--- src/rtl/fetch_pkg.sv ---
// fetch_pkg: shared widths, FSM state and queue entry types for the fetch front-end
package fetch_pkg;
  localparam int PC_W    = 12;
  localparam int INSTR_W = 9;
  typedef enum logic [1:0] {IDLE, RUN, DRAIN, DONE} fetch_state_t;
  typedef struct packed {
    logic [PC_W-1:0]    pc;
    logic [INSTR_W-1:0] instr;
  } fetch_entry_t;
endpackage

--- src/rtl/fetch_fifo.sv ---
// fetch_fifo: DEPTH-entry prefetch queue of PC-tagged ROM words
// Ports: clk/rst_n (async active-low), i_push/i_pop/i_flush (flush wins),
// i_data in, o_data head, o_full/o_empty/o_count status.
module fetch_fifo
  import fetch_pkg::*;
#(
  parameter int DEPTH = 4
) (
  input  logic                       clk,
  input  logic                       rst_n,
  input  logic                       i_push,
  input  logic                       i_pop,
  input  logic                       i_flush,
  input  fetch_entry_t               i_data,
  output fetch_entry_t               o_data,
  output logic                       o_full,
  output logic                       o_empty,
  output logic [$clog2(DEPTH):0]     o_count
);
  localparam int AW = $clog2(DEPTH);
  fetch_entry_t    r_mem [DEPTH];
  logic [AW-1:0]   r_wr;
  logic [AW-1:0]   r_rd;
  logic [AW:0]     r_count;
  logic            w_push;
  logic            w_pop;
  assign o_full  = r_count == (AW+1)'(DEPTH);
  assign o_empty = r_count == '0;
  assign o_count = r_count;
  assign o_data  = r_mem[r_rd];
  assign w_pop   = i_pop && !o_empty && !i_flush;
  // a pop on a full queue frees the slot the same edge, so the push may proceed
  assign w_push  = i_push && (!o_full || w_pop) && !i_flush;
  always_ff @(posedge clk or negedge rst_n) begin
    if (!rst_n) begin
      r_wr    <= '0;
      r_rd    <= '0;
      r_count <= '0;
    end else if (i_flush) begin
      r_wr    <= '0;
      r_rd    <= '0;
      r_count <= '0;
    end else begin
      if (w_push) r_wr <= r_wr + 1'b1;
      if (w_pop) r_rd <= r_rd + 1'b1;
      r_count <= r_count + (AW+1)'(w_push) - (AW+1)'(w_pop);
    end
  end
  always_ff @(posedge clk) begin
    if (w_push) r_mem[r_wr] <= i_data;
  end
endmodule

--- src/rtl/fetch_queue.sv ---
// fetch_queue: instruction fetch front-end, prefetches ROM words and hands them to decode
// Ports: clk/rst_n (async active-low), i_req start pulse, o_rom_addr/i_rom_data/i_rom_end
// ROM side, i_jump_en/i_jump_target redirect, o_instr/o_instr_pc/o_instr_valid/i_instr_ready
// decode handshake, o_busy (RUN or DRAIN), o_done (program complete, held until next req).
module fetch_queue
  import fetch_pkg::*;
#(
  parameter int DEPTH = 4
) (
  input  logic               clk,
  input  logic               rst_n,
  input  logic               i_req,
  output logic [PC_W-1:0]    o_rom_addr,
  input  logic [INSTR_W-1:0] i_rom_data,
  input  logic               i_rom_end,
  input  logic               i_jump_en,
  input  logic [PC_W-1:0]    i_jump_target,
  output logic [INSTR_W-1:0] o_instr,
  output logic [PC_W-1:0]    o_instr_pc,
  output logic               o_instr_valid,
  input  logic               i_instr_ready,
  output logic               o_busy,
  output logic               o_done
);
  fetch_state_t           r_state;
  fetch_state_t           w_next;
  logic [PC_W-1:0]        r_pc;
  logic [PC_W-1:0]        w_next_pc;
  fetch_entry_t           w_head;
  logic                   w_full;
  logic                   w_empty;
  logic [$clog2(DEPTH):0] w_count;
  logic                   w_pop;
  logic                   w_push;
  logic                   w_jump;
  logic                   w_drained;
  assign w_jump    = i_jump_en && (r_state == RUN || r_state == DRAIN);
  assign w_pop     = !w_empty && i_instr_ready;
  assign w_push    = r_state == RUN && !i_rom_end && !w_jump && (!w_full || w_pop);
  // queue is empty once this edge's pop (if any) has been taken
  assign w_drained = w_empty || (w_count == 1 && w_pop);
  fetch_fifo #(.DEPTH(DEPTH)) u_fifo (
    .clk     (clk),
    .rst_n   (rst_n),
    .i_push  (w_push),
    .i_pop   (w_pop),
    .i_flush (w_jump),
    .i_data  ('{pc: r_pc, instr: i_rom_data}),
    .o_data  (w_head),
    .o_full  (w_full),
    .o_empty (w_empty),
    .o_count (w_count)
  );
  always_comb begin
    w_next    = r_state;
    w_next_pc = r_pc;
    case (r_state)
      IDLE, DONE: if (i_req) begin
        w_next    = RUN;
        w_next_pc = '0;
      end
      RUN: if (i_rom_end) w_next = DRAIN;
           else if (w_push) w_next_pc = r_pc + 1'b1;
      DRAIN: if (w_drained) w_next = DONE;
      default: w_next = IDLE;
    endcase
    // redirect overrides end-of-program, the push and the drain completion
    if (w_jump) begin
      w_next    = RUN;
      w_next_pc = i_jump_target;
    end
  end
  always_ff @(posedge clk or negedge rst_n) begin
    if (!rst_n) begin
      r_state <= IDLE;
      r_pc    <= '0;
    end else begin
      r_state <= w_next;
      r_pc    <= w_next_pc;
    end
  end
  assign o_rom_addr    = r_pc;
  assign o_instr_valid = !w_empty;
  assign o_instr       = w_empty ? '0 : w_head.instr;
  assign o_instr_pc    = w_empty ? '0 : w_head.pc;
  assign o_busy        = r_state == RUN || r_state == DRAIN;
  assign o_done        = r_state == DONE;
endmodule

--- config.mk ---
export PLATFORM = sky130hd
export DESIGN_NAME = fetch_queue
export DESIGN_NICKNAME = d
export VERILOG_FILES = /design/src/rtl/fetch_pkg.sv /design/src/rtl/fetch_fifo.sv /design/src/rtl/fetch_queue.sv
export SDC_FILE = /design/constraint.sdc
export NUM_CORES = 1
export LEC_CHECK = 0
export BUFFER_PORTS_ARGS = -buffer_cell sky130_fd_sc_hd__buf_2
export CORE_ASPECT_RATIO = 0.6
export CORE_MARGIN = 2
export CORE_UTILIZATION = 30
export CTS_BUF_LIST = sky130_fd_sc_hd__clkbuf_4
export DETAILED_ROUTE_END_ITERATION = 10
export HOLD_SLACK_MARGIN = 0.03
export PLACE_DENSITY = 0.45
export SYNTH_ARGS = -nofsm -noshare
export SYNTH_HDL_FRONTEND = slang
export SYNTH_SLANG_ARGS = --single-unit
--- constraint.sdc ---
create_clock -name clk -period 2.7 [get_ports clk]
set_input_delay 0.27 -clock clk [delete_from_list [all_inputs] [get_ports clk]]
set_output_delay 0.27 -clock clk [all_outputs]
set_load 0.005 [all_outputs]
-- After elaboration in Yosys (flattened, before gate mapping)
Memory sizes are Yosys's and may differ from the RTL's.
Index checks and enable logic that the tools add are counted.
- register bits after elaboration: 21
- memories kept: 1
- bits of input ports: 27
- memory bits (writable): 84
- reductions and logical operators: 26
- $add $sub $neg: 5
- equal/unequal tests: 10
- mux-type cells: 19
- memories (memory ; depth ; bits a word ; read ports ; clocked after Yosys merged registers in ; wr ports ; RTL line ; RTL):
    u_fifo.r_mem ; 4 ; 21 ; 1 ; 0 ; 1 ; fetch_fifo.sv:21 ; fetch_entry_t r_mem [DEPTH];
- operator list (operator ; number):
    2-to-1 mux 12 bit ; 5
    one-hot mux 12 bit (2 select lines) ; 1
    2-to-1 mux 2 bit ; 8
    adder 12 x 1 -> 12 bit (second input constant) ; 1
    inequality test 3 x 2 -> 1 bit (second input constant) ; 4
    logical AND 1 bit ; 10
    2-to-1 mux 9 bit ; 1
    one-hot mux 2 bit (3 select lines) ; 1
    adder 2 x 1 -> 2 bit (second input constant) ; 2
    equality test 2 bit (second input constant) ; 2
    logical NOT 1 bit ; 4
    logical OR 1 bit ; 4
    AND reduction 4 bit ; 1
    nonzero test 2 bit ; 2
    adder 3 x 1 -> 3 bit ; 1
    equality test 3 x 1 -> 1 bit (second input constant) ; 1
    equality test 3 bit (second input constant) ; 1
    logical NOT 3 bit ; 1
    2-to-1 mux 3 bit ; 1
    inequality test 3 x 1 -> 1 bit (second input constant) ; 1
    AND reduction 3 bit ; 1
    nonzero test 3 bit ; 1
    subtractor 3 x 1 -> 3 bit ; 1
    equality test 2 x 1 -> 1 bit (second input constant) ; 1
    other kinds (3) ; 4

-- Longest topological paths before layout
Gate-level depths: netlist of the first run.
- depth in word-level cells: 11
- gate-level depth with buffers: 14

-- Cells and area by module
A second synthesis of the first run with hierarchy kept.
- cells, all modules: 297
- area total of the unflattened synthesis: 4649.5 um^2
- by module, submodules not included (module ; area each (um^2) ; times used ; cells an instance ; sequential area each (um^2)):
    fetch_fifo ; 3535.9 ; 1 ; 157 ; 2697.6
    fetch_queue ; 1113.6 ; 1 ; 140 ; 350.3

-- Least setup slack after synthesis of the first run
No wires, ideal clock.
- path type: reg-to-reg
- start point: register r_state[0]
- end point: register u_fifo.r_count[2], in the netlist u_fifo.o_count[2]
- clock period less this slack: 2793 ps
- buffers on the path: 2
- setup slack: -93 ps
- arrival: 2662 ps
- setup time: 132 ps
- cell stages (with the launch flop): 15
- path through: dfrtp_1 -> inv_1 -> ha_1 -> and2b_2 -> buf_2 -> clkbuf_1 -> nor2_1 -> ha_1 -> inv_1 -> ha_1 -> inv_1 -> fa_1 -> xor2_1 -> xnor2_1 -> nor2_1
- longest elaborated chain between the ends: 11
- RTL lines (element ; RTL line ; RTL):
    from (decl) ; fetch_queue.sv:25 ; fetch_state_t r_state;
    from (signal assigned) ; fetch_queue.sv:78 ; r_state <= w_next;
    equality test 2 x 1 -> 1 bit / equality test 2 bit (equally long branches) ; fetch_queue.sv:37, fetch_queue.sv:39 ;
    logical OR 1 bit ; fetch_queue.sv:37 ; assign w_jump = i_jump_en && (r_state == RUN || r_state == DRAIN);
    logical AND 1 bit ; fetch_queue.sv:37 ;
    logical NOT 1 bit ; fetch_fifo.sv:31, fetch_fifo.sv:33, fetch_queue.sv:39 ;
    logical AND 1 bit (on tied branches) ; fetch_queue.sv:39, fetch_fifo.sv:31 ;
    logical AND 1 bit / logical OR 1 bit (equally long branches) ; fetch_queue.sv:39, fetch_fifo.sv:33 ;
    logical AND 1 bit (2 in a row) ; fetch_fifo.sv:33 ; assign w_push = i_push && (!o_full || w_pop) && !i_flush;
    adder 3 x 1 -> 3 bit ; fetch_fifo.sv:46 ; r_count <= r_count + (AW+1)'(w_push) - (AW+1)'(w_pop);
    subtractor 3 x 1 -> 3 bit ; fetch_fifo.sv:46 ;
    2-to-1 mux 3 bit * ; fetch_fifo.sv:39 ; end else if (i_flush) begin
    to (signal assigned) ; fetch_fifo.sv:46 ;
    to (decl) ; fetch_fifo.sv:24 ; logic [AW:0] r_count;
Mark *: on every way between the ends. The rest lies on a longest branch, timed or not.
A chain may end at the register's enable or synchronous reset.

-- Worst setup path in the final report of the first run
Same ends and word-level chain as after synthesis.

==> qor.txt, run 1 <==
Max H-tree Level = 3
Via-to-Cell Ratio = 4.714
Min Clock Period, post-route = 2507 ps
I/O pin count = 63
N_diodes = 0
Initial cell density of the core = 30.51%
Share of layout cells above drive strength 1 = 31.53%
R2r setup slk = 190 ps
Setup TNS = 0 ps
Tcrit/Tclk final = 92.85%
Power share of the clock group = 15.0%
Drt wl/cell = 17.38 um
Worst-path maximum fanout = 6
Register area share after synthesis = 65.55%
Num rows = 35
HPWL after DPL = 7126 um
Setup crit end = u_fifo.o_count[2]
Remaining global-route overflow = 0
Reg clk slew, reported paths = 170 ps
Synthesized instance count = 304
Max Freq = 398.9 MHz
Core Box Area = 15,240 sq um
Async SR Flop Fraction = 20.00%
TritonRoute pass-1 iters = 4
CTS Sinks = 105
Startpoint Class = flop
Top_reg_cell synth = edfxtp_1
Global placer's final weighted congestion = 0.7731
Total number of yosys warnings = 0
Die Ht = 100.4 um
Leak pwr = 2.100 nW
Worst Reg2Reg Path Length in Cells = 12
Worst-skew pair later-pin latency = 460 ps
Worst-Margin Slew = 542.2 ps
Pwr Density = 1001 nW/um^2
Endpoints failing setup = 0
Post-DRT Antenna Nets = 0
Pin count of the biggest net entering global routing = 24
Number of nets in the layout = 440
Crit path launch = r_state[0]
Die area = 16,540 sq um
I/O Buffers = 62
Total Wirelength = 10,580 um
CP Capture Type = flop
Final Slew Violations = 0
Worst EP required = 3060 ps
CTS Buffer Depth = 2
Tot GR Track Use = 13.53%
Synth cell types = 45
Logic gate share of total power = 41.9%
Post-Syn Area = 4649 sq um
Relative slew margins = 63.85%
Most frequent cells in the layout = 84 x edfxtp_1, 62 x buf_2, 26 x and2_1, 21 x mux4_2, 21 x dfrtp_1
Hold Slack = 83.73 ps
RR Startpoint = r_state[0]
Setup Skew = 23.57 ps
Filler cells = 1,467
Max Cap Viol = 0
CTS tree = built
Via Count = 2,871
Die Wd = 164.7 um
Worst vdd rail ir drop = 315.8 uV
Layout area overhead = 21.69%
Syn avg cell area = 15.29 sq um
Setup Crit Path Kind = reg -> reg
Final Hold Viols = 0
Worst Path Arrival = 2860 ps
Psw = 2.079 mW
First-pass GRT wire length = 16,440 um
CTS root buf = clkbuf_4
DR iter-0 viols = 165
Status = complete, no violations
EDFF count, synth = 84
Final Instance Area = 5658 sq um
Syn nets = 343
CTS buffer count = 9
Cell internal pwr = 3.585 mW
Initial antenna violation count = 0
Switching share of power = 36.70%
HP Class = in -> reg
Unrepaired setup endpoints after global routing = no
RR Endpoint = u_fifo.o_count[2]
Vias in the first global route = 2,837
Placed inst area = 5293 sq um
Commonest non-fill, non-tap cell in the layout = edfxtp_1
Seq pwr share = 43.1%
DRC viols = 0
Post-synthesis register bit count = 105
[worst min path at each step]
stage                                start             to  slack (ps)  cells past startpoint
after floorplan                      rst_n  o_rom_addr[0]         -30                      0
after global placement               rst_n  o_rom_addr[0]         280                      1
after detailed placement             rst_n  o_rom_addr[0]         290                      1
after CTS                 i_jump_target[1]  o_rom_addr[1]          50                      3
after global routing      i_jump_target[1]  o_rom_addr[1]          60                      3
final                     i_jump_target[1]  o_rom_addr[1]          80                      3
[stage by stage]
stage / power [mW] / std cells / setup slack [ps] / util, %
4_1_cts: 5.746 / 608 / 109.9 / 37.06
3_3_place_gp: 4.852 / 572 / 238.5 / 34.73
5_1_grt: 6.099 / 609 / 17.12 / 37.13
3_5_place_dp: 4.866 / 572 / 163.2 / 34.73
2_1_floorplan: 3.889 / 304 / 19.82 / -
6_report: 5.664 / 609 / 193.1 / 37.13
[logic make-up after synthesis]
logic type / synth area share (%)
flip-flops: 65.55
AO/OA/AOI/OAI: 5.436
buffers and inverters: 2.126
adder cells (fa/ha/maj): 3.391
XOR/XNOR: 0.9420
multiplexers: 10.87
AND/OR/NAND/NOR: 11.68
[Yosys cell counts, types with 2 or more instances]
library cell	count	area share, %
a21oi_1	7	0.75
nor3_1	7	0.75
xnor2_1	2	0.38
nand2_1	18	1.5
a211o_1	2	0.38
nor4_1	2	0.27
a31oi_1	4	0.54
mux4_2	21	10
clkbuf_1	6	0.48
o2bb2ai_1	2	0.38
and2_1	26	3.5
o21ai_0	9	0.97
dfrtp_1	21	11
nand2b_1	2	0.27
nand4_1	3	0.40
o31ai_1	3	0.48
ha_1	11	3.0
mux2_2	2	0.48
nor3_2	2	0.43
o311ai_0	2	0.38
edfxtp_1	84	54
nand3_1	11	1.2
inv_1	10	0.81
nor2_1	17	1.4
xor2_1	3	0.57
or3_1	3	0.40
buf_2	6	0.65
[layout make-up]
class                           count  area [sq um]  share of cell area [%]
Inverter                           10         37.54                  0.6634
Tap cell                          203         254.0                   4.489
Multi-Input combinational cell    175          1505                   26.60
Clock inverter                      7         87.58                   1.548
Timing Repair Buffer              100         658.1                   11.63
Sequential cell                   105          3048                   53.87
Clock buffer                        9         67.56                   1.194
[power by group through the flow]
stage | Clock (mW) | Sequential [mW] | Combinational [mW]
detailed placement | 0 | 2.49 | 2.38
floorplan | 0 | 2.37 | 1.52
CTS | 0.889 | 2.45 | 2.41
global route | 0.938 | 2.50 | 2.66
finish | 0.848 | 2.44 | 2.37
global placement | 0 | 2.47 | 2.38
[routing by layer]
layer	vias to the layer above	GRT usage, %	routed length, um
met3	6	3.264	430
li1	1350	-	-
met5	-	0	0
met2	62	20.57	4617
met4	0	2.408	65
met1	1453	19.97	5468
[worst max-delay path, stage by stage, from the launching register on]
cell and delay, ps:
dfrtp_1 410, inv_1 70, ha_2 370, and2b_2 230
nor2_1 110, ha_1 240, inv_1 60, ha_1 130
inv_1 50, fa_1 380, xor2_1 160, xnor2_1 140
nor2_1 50
[sequential cells by signal, indices dropped and copies added (netlist names)]
name,count
u_fifo.r_mem,84
u_fifo.o_count,3
u_fifo.r_rd,2
u_fifo.r_wr,2
r_state,2
o_rom_addr,12
[timing repair]
item,4_1_cts,5_1_grt
hold endpoints to repair,67,0
hold buffers,20,0
resized for setup,0,1
setup endpoints to repair,0,1
buffers inserted,0,1
Note: power is estimated with default switching activity, not from simulation.
==> run 2: changes to the inputs <==
- GPL_TIMING_DRIVEN: unset -> 0
==> run 2 against run 1 <==
Net effect:
- power decreased by 1.1%
- register-to-register slack got worse by 20 ps
- clock power decreased by 8.8%
- sequential power about the same
- cell area decreased by 0.91%
- routed wire length increased by 3.6%
- critical endpoint unchanged
==> qor.txt, run 2 (synthesis gave the netlist of run 1 again) <==
Num rows = 35
Post-DRT Antenna Nets = 0
Worst-skew pair later-pin latency = 480 ps
First-pass GRT wire length = 17,080 um
Setup Crit Path Kind = reg -> reg
R2r setup slk = 170 ps
Most frequent cells in the layout = 84 x edfxtp_1, 64 x buf_2, 22 x and2_1, 22 x dlygate4sd3_1
CTS tree = built
Worst Reg2Reg Path Length in Cells = 12
Most used cell, CP = inv_1
Worst path top cell family by delay = adder cells
Tcrit/Tclk final = 93.58%
CTS Buffer Depth = 2
Final Hold Viols = 0
CTS buffer count = 9
RR Endpoint = u_fifo.o_count[2]
Hold path depth = 3
Hold Startpoint = i_jump_target[4]
Largest register by flop count = u_fifo.r_mem
Total Wirelength = 10,960 um
Via-to-Cell Ratio = 4.749
Largest register FFs = 84
DRC viols = 0
Startpoint Class = flop
Die Wd = 164.7 um
Worst Path Arrival = 2890 ps
CP Capture Type = flop
Final Instance Count excl. Fillers = 605
Initial antenna violation count = 0
N_diodes = 0
Unrepaired setup endpoints after global routing = no
I/O Buffers = 61
Pin count of the biggest net entering global routing = 22
Layout area overhead = 20.59%
Max H-tree Level = 3
Reg clk slew, reported paths = 170 ps
Status = complete, no violations
CTS Sinks = 105
Drt wl/cell = 18.12 um
Register Area = 3048 sq um
CTS root buf = clkbuf_4
Tot GR Track Use = 14.24%
Final Slew Violations = 0
# placed instances = 568
Min Clock Period, post-route = 2527 ps
Core Box Area = 15,240 sq um
Global placer's final weighted congestion = 0.8079
Vias in the first global route = 2,864
Commonest non-fill, non-tap cell in the layout = edfxtp_1
Leak pwr = 2.054 nW
Remaining global-route overflow = 0
Worst vdd rail ir drop = 407.5 uV
HPWL after DPL = 7442 um
Max Freq = 395.8 MHz
I/O pin count = 63
Die Ht = 100.4 um
Pwr Density = 999.1 nW/um^2
Max Cap Viol = 0
Slowest cell on the critical path = dfrtp_1
Die area = 16,540 sq um
Via Count = 2,873
Hold Slack = 81.67 ps
TritonRoute pass-1 iters = 4
DR iter-0 viols = 242
CP cell instances = inv_1, ha_2, and2b_4, nor2_1, ha_1, inv_1, ha_1, inv_1, fa_1, xor2_1, xnor2_1, nor2_1
HP Class = in -> reg
Worst-Margin Slew = 681.9 ps
Worst hold endpoint = o_rom_addr[4]
Share of layout cells above drive strength 1 = 31.09%
Initial cell density of the core = 30.51%
Filler cells = 1,521
Relative slew margins = 54.54%
Endpoints failing setup = 0
Number of nets in the layout = 436
Worst-path maximum fanout = 6
Multi-input logic area = 1538 sq um
Setup Skew = 19.80 ps
CP peak stage delay = 450 ps
Worst Path Buf+Inv = 3
RR Startpoint = r_state[0]
Worst EP required = 3070 ps
## run 2: cell count changes in the layout (fill, tap and decap cells not counted), moves of 2 or more
cell,previous run,this run
clkbuf_4,9,11
clkbuf_1,0,3
buf_4,17,2
and2_4,0,4
dlygate4sd3_1,20,22
clkbuf_2,0,3
and2_1,26,22
buf_2,62,64
clkinv_4,0,2
## run 2: layout make-up
type,count,area share (%)
clock inverter,7,1.160
sequential,105,54.36
buffer,11,1.004
clock buffer,9,1.205
timing repair buffer,85,9.641
inverter,10,0.6695
multi-input combinational,175,27.43
tap,203,4.530
## run 2: how the worst max path moves through the flow
stage | slack (ps) | end | from | depth (start not counted)
after CTS | 60 | u_fifo.o_count[2] | r_state[0] | 11
final | 170 | u_fifo.o_count[2] | r_state[0] | 12
after global placement | -660 | u_fifo.r_mem[0][17] | r_state[1] | 6
after detailed placement | -610 | u_fifo.r_mem[1][3] | r_state[0] | 7
after floorplan | 20 | u_fifo.o_count[2] | r_state[0] | 14
after global routing | 5 | u_fifo.o_count[2] | r_state[1] | 11
## run 2: worst min-delay path: stages
cell	delay, ps
buf_2	80
nand2_1	60
o311ai_0	100
## run 2: timing repair
action	in CTS	in global routing
buffers inserted	2	0
setup endpoints to repair	86	11
resized for setup	12	7
hold endpoints to repair	68	1
pin swaps	1	0
hold buffers	21	1
## run 2: routing by layer
| layer | wire length [um] | track usage [%] |
|---|---|---|
| met2 | 4676 | 19.89 |
| met5 | 0 | 0 |
| met4 | 70 | 2.609 |
| met1 | 5598 | 21.66 |
| met3 | 615 | 4.669 |
## run 2: power breakdown
| part | internal (mW) | switching [mW] | leakage (nW) |
|---|---|---|---|
| Combinational | 1.14 | 1.23 | 0.956 |
| Clock | 0.207 | 0.566 | 0.0688 |
| Sequential | 2.13 | 0.335 | 1.03 |
| Total | 3.48 | 2.13 | 2.05 |
## run 2: metrics by stage
stage	area [sq um]	total power [mW]	utilization (%)	setup TNS [ps]	setup WS [ps]
2_1_floorplan	4651	3.889	-	0	19.82
3_3_place_gp	5210	4.791	34.19	-52010	-656.5
3_5_place_dp	5210	4.821	34.19	-49090	-607.7
4_1_cts	5575	5.653	36.58	0	55.60
5_1_grt	5607	6.055	36.79	0	4.909
6_report	5607	5.602	36.79	0	173.4
